## src/rtl/instr_fetch.sv

```systemverilog
// Instruction fetch stage: owns the PC, issues word reads over req/ready and
// presents one instruction at a time downstream, with redirect/squash support.
module instr_fetch #(
  parameter logic [31:0] RESET_PC  = 32'h0000_0000,
  parameter logic [31:0] NOP_INSTR = 32'h0000_0013
) (
  input  logic        clk,
  input  logic        rst_n,
  output logic        imem_req,
  output logic [31:0] imem_addr,
  input  logic        imem_ready,
  input  logic [31:0] imem_rdata,
  input  logic        redirect_valid,
  input  logic [31:0] redirect_pc,
  output logic [31:0] instruction,
  output logic [31:0] pc_out,
  output logic        instr_valid,
  input  logic        instr_ready,
  output logic        fetch_fault
);

  localparam int unsigned XLEN = 32;

  typedef enum logic [2:0] {
    S_BOOT    = 3'd0,
    S_FETCH   = 3'd1,
    S_HOLD    = 3'd2,
    S_DISCARD = 3'd3,
    S_FAULT   = 3'd4
  } state_t;

  state_t            r_state, w_state;
  logic [XLEN-1:0]   r_pc, w_pc;
  logic [XLEN-1:0]   r_addr, w_addr;
  logic              r_req, w_req;
  logic [XLEN-1:0]   r_instr, w_instr;
  logic [XLEN-1:0]   r_pc_out, w_pc_out;
  logic              r_valid, w_valid;
  logic              r_fault, w_fault;
  logic              w_redir;
  logic              w_misalign;
  logic [XLEN-1:0]   w_redir_pc;

  always_ff @(posedge clk or negedge rst_n) begin
    if (!rst_n) begin
      r_state  <= S_BOOT;
      r_pc     <= RESET_PC;
      r_addr   <= RESET_PC;
      r_req    <= 1'b0;
      r_instr  <= NOP_INSTR;
      r_pc_out <= '0;
      r_valid  <= 1'b0;
      r_fault  <= 1'b0;
    end else begin
      r_state  <= w_state;
      r_pc     <= w_pc;
      r_addr   <= w_addr;
      r_req    <= w_req;
      r_instr  <= w_instr;
      r_pc_out <= w_pc_out;
      r_valid  <= w_valid;
      r_fault  <= w_fault;
    end
  end

  // Redirect overrides PC/output updates; state transition decided per state.
  always_comb begin
    w_state    = r_state;
    w_pc       = r_pc;
    w_instr    = r_instr;
    w_pc_out   = r_pc_out;
    w_valid    = r_valid;
    w_fault    = r_fault;
    w_redir    = redirect_valid && (r_state != S_BOOT);
    w_misalign = |redirect_pc[1:0];
    w_redir_pc = {redirect_pc[XLEN-1:2], 2'b00};

    if (w_redir) begin
      w_pc    = w_redir_pc;
      w_valid = 1'b0;
      w_instr = NOP_INSTR;
      w_fault = w_misalign;
    end

    case (r_state)
      S_BOOT: w_state = S_FETCH;
      S_FETCH: begin
        if (w_redir) begin
          if (imem_ready) w_state = w_misalign ? S_FAULT : S_FETCH;
          else            w_state = S_DISCARD;
        end else if (imem_ready) begin
          w_instr  = imem_rdata;
          w_pc_out = r_pc;
          w_valid  = 1'b1;
          w_pc     = r_pc + XLEN'(4);
          w_state  = S_HOLD;
        end
      end
      S_HOLD: begin
        if (w_redir) begin
          w_state = w_misalign ? S_FAULT : S_FETCH;
        end else if (r_valid && instr_ready) begin
          w_valid = 1'b0;
          w_state = S_FETCH;
        end
      end
      S_DISCARD: begin
        if (imem_ready) w_state = w_fault ? S_FAULT : S_FETCH;
      end
      S_FAULT: begin
        if (w_redir) w_state = w_misalign ? S_FAULT : S_FETCH;
      end
      default: w_state = S_BOOT;
    endcase

    // An outstanding request keeps its original address until memory answers.
    w_req  = (w_state == S_FETCH) || (w_state == S_DISCARD);
    w_addr = (w_state == S_DISCARD) ? r_addr : w_pc;
  end

  assign imem_req    = r_req;
  assign imem_addr   = r_addr;
  assign instruction = r_instr;
  assign pc_out      = r_pc_out;
  assign instr_valid = r_valid;
  assign fetch_fault = r_fault;

endmodule

```

## config.mk

```make
export PLATFORM = sky130hd
export DESIGN_NAME = instr_fetch
export DESIGN_NICKNAME = d
export VERILOG_FILES = /design/src/rtl/instr_fetch.sv
export SDC_FILE = /design/constraint.sdc
export NUM_CORES = 1
export LEC_CHECK = 0
export CAP_MARGIN = 5
export CORE_UTILIZATION = 40
export DETAILED_ROUTE_END_ITERATION = 10
export DONT_BUFFER_PORTS = 1
export SLEW_MARGIN = 15
export SYNTH_ARGS = -nofsm -noshare
export SYNTH_HDL_FRONTEND = slang
export SYNTH_SLANG_ARGS = --single-unit
export TNS_END_PERCENT = 20
```

## constraint.sdc

```tcl
create_clock -name clk -period 5.45 [get_ports clk]
set_input_delay 0.8175 -clock clk [delete_from_list [all_inputs] [get_ports clk]]
set_output_delay 0.8175 -clock clk [all_outputs]
set_load 0.1 [all_outputs]
```

==> metrics.csv <==
stage;metric;value;unit
routing;vias;4715;
worst_setup_path;crit path max fanout;47;
sta;Worst-Margin Slew;0.976;ns
sta;minimum clock period;3.05;ns
clock_tree;Reg clk slew, reported paths;0.06;ns
sta;Worst Hold Slack;0.0915;ns
clock_tree;Num CTS Buffers;17;
status;status;finished with violations;
final_layout;Area growth, synth to finish;11.9;%
floorplan;Top Ports;168;
placed_design;IO buf count;0;
worst_setup_path;CP max stage delay;0.73;ns
logic_synthesis;mapped cell area;6090;µm²
logic_synthesis;sequential share of the synthesized area;0.551;
logic_synthesis;Synth cell types;66;
logic_synthesis;Yosys Warn Count;0;
clock_tree;Num Clock Sinks;134;
worst_setup_path;worst path arrival time;3.40;ns
routing;Routed Antenna Nets;0;
floorplan;die span in x;125;µm
worst_setup_path;r2r setup slk;2.40;ns
final_layout;Final Util;0.463;
placed_design;setup slack at placement;2.37;ns
worst_setup_path;RR Startpoint;r_state[0]$_DFF_PN0_;
final_layout;final net count;700;
sta;Max Freq;0.327;GHz
grt;initial antenna violation count;0;
sta;RSZ-0062 raised after global routing;no;
clock_tree;CTS tree;yes;
sta;Setup Skew;0.00584;ns
status;failing checks;DRC;
sta;Setup WS post-layout;2.40;ns
routing;highest metal layer with signal wires;met4;
worst_setup_path;r2r endpoint;imem_addr[20]$_DFFE_PN0P_;
worst_setup_path;Crit-path slowest cell;and4bb_4;
sta;final setup TNS;0;ns
routing;Routed wire per std cell;19.4;µm
worst_setup_path;Crit Path Class;reg -> reg;
worst_setup_path;WP data required;5.80;ns
grt;GRT Total Usage;0.213;
routing;Vias/cell;5.70;
logic_synthesis;Synth async-reset ratio;1.00;
worst_setup_path;CP Launch Type;flip-flop;
logic_synthesis;Most used DFF post-synth;dfrtp_1;
routing;Routed WL;16000;µm
floorplan;die area;15700;µm²
final_layout;Filler cells;1367;
logic_synthesis;FF+latch count, synth;134;
sta;Hold Fails Final Rpt;0;
worst_setup_path;Reg2Reg Depth;4;
final_layout;share of post-route cells with drive strength above 1;0.124;
run;Max-Cap Viols;0;
sta;Slew Limit Headroom;0.346;
routing;WL met3;1140;µm
clock_tree;CTS root buf;clkbuf_16;
routing;drt drc;10;
grt;first-pass GRT wire length;25600;µm
routing;Initial DRC Count;352;
grt;largest net degree at the start of global routing;135;
floorplan;Initial Util;0.414;
floorplan;Die Ht;125;µm
logic_synthesis;Synth Area per Inst;9.47;µm²
sta;Slew Limit Fails;0;
grt;Overflow after GRT;0;
logic_synthesis;Synth Instances;643;
sta;fin crit share;0.560;
floorplan;floorplan row count;44;
clock_tree;post-CTS sizing;0;
clock_tree;H-tree levels;4;
routing;first-pass iteration count of the detailed router;8;
placed_design;RePlAce Congestion;0.792;
clock_tree;total setup buffers inserted after CTS;0;
hold_path;worst hold-check path type;in -> async;
floorplan;Core Region;14700;µm²
clock_tree;CTS max path bufs;2;
placed_design;hpwl dp;10700;µm
logic_synthesis;Syn Nets;713;
final_layout;Antenna diodes;0;
grt;vias in the first global route;4682;
worst_setup_path;worst-path cell chain;and4bb_4, nand2b_2, or4_1, a31oi_1;
sta;count of final setup violators;0;
clock_tree;Clock Latency Late Sink;0.43;ns
worst_setup_path;CP Capture Type;flip-flop;
routing;met1 WL;6810;µm
routing;met2 wire len;7570;µm
clock_tree;CTS Hold Buffers Added;0;
logic_synthesis;Post-synth EDFFs;0;
[critical path: cells and delay by family, from the launching register on]
kind            cells  cell delay (ns)
simple gates        3             2.11
flops               1             0.69
compound gates      1             0.17
[sequential cells by signal, indices dropped and copies added, names as in the netlist]
register,flops
instruction,32
fetch_fault,1
imem_req,1
pc_out,32
r_state,3
imem_addr,32
r_pc,32
instr_valid,1
[how the worst max path moves through the flow]
stage | slack, ns | startpoint | endpoint | cells past startpoint
floorplan | 3.12 | redirect_valid | imem_addr[16]$_DFFE_PN0P_ | 6
global placement | 2.39 | imem_ready | imem_addr[20]$_DFFE_PN0P_ | 4
detailed placement | 2.37 | imem_ready | imem_addr[20]$_DFFE_PN0P_ | 4
CTS | 2.40 | r_state[0]$_DFF_PN0_ | imem_addr[20]$_DFFE_PN0P_ | 4
global route | 2.15 | r_state[0]$_DFF_PN0_ | imem_addr[20]$_DFFE_PN0P_ | 4
finish | 2.40 | r_state[0]$_DFF_PN0_ | imem_addr[20]$_DFFE_PN0P_ | 4
[layout by cell type (no fill, tap or decap), types with 4 or more instances in the layout]
cell type,count
buf_4,6
nand3_1,18
clkbuf_16,17
nand2_1,186
inv_1,8
dfrtp_1,131
mux2_2,18
or3_1,9
and2_1,5
or4_1,5
nor3_1,9
a31oi_1,17
nand4_1,15
a21oi_1,41
o21ai_0,29
nor2_1,34
xor2_1,5
and3_1,4
xnor2_1,7
[per-stage QoR]
step                      area, µm²  std cells
after floorplan                6090        643
after global placement         6210        795
after detailed placement       6210        795
after CTS                      6810        827
after global routing           6810        827
final                          6810        827
[cells in the mapped netlist, drive strengths merged, types with 5 or more instances]
| cell type | instances | share of area |
|---|---|---|
| nand2 | 187 | 0.12 |
| dfrtp | 131 | 0.54 |
| a21oi | 41 | 0.034 |
| nor2 | 35 | 0.022 |
| o21ai | 29 | 0.024 |
| clkbuf | 23 | 0.017 |
| nand3 | 19 | 0.016 |
| mux2 | 18 | 0.033 |
| nand4 | 18 | 0.024 |
| a31oi | 17 | 0.017 |
| buf | 15 | 0.012 |
| nor3 | 10 | 0.0090 |
| or3 | 10 | 0.011 |
| inv | 9 | 0.0055 |
| xnor2 | 7 | 0.010 |
| and2 | 6 | 0.0064 |
| and3 | 6 | 0.0072 |
| nor4 | 5 | 0.0086 |
| or4 | 5 | 0.0062 |
| xor2 | 5 | 0.0072 |
[cell families (layout without fill, tap and decap cells)]
kind of cell	Yosys count	after routing	synth area share
multiplexers	19	19	0.0349
adder cells (fa/ha/maj)	1	1	0.00205
XOR/XNOR	12	12	0.0173
AO/OA/AOI/OAI	115	115	0.113
buffers and inverters	47	47	0.0347
flip-flops	134	134	0.551
AND/OR/NAND/NOR	315	315	0.246
[final cells by class]
class	instances	area, µm²	share of cell area
multi-input combinational	462	2540	0.374
timing repair buffer	6	45.0	0.00661
sequential	134	3360	0.493
clock buffer	20	447	0.0656
inverter	9	33.8	0.00496
clock inverter	12	154	0.0226
tap	184	230	0.0338
[layer usage]
metal,track usage,up-vias
li1,-,2204
met1,0.270,2328
met2,0.325,149
met3,0.0753,34
met4,0.0997,0
met5,0,-
Power is left out: the tool's default activity adds up to more than one toggle a clock period on the data nets, which glitch-free logic cannot reach.
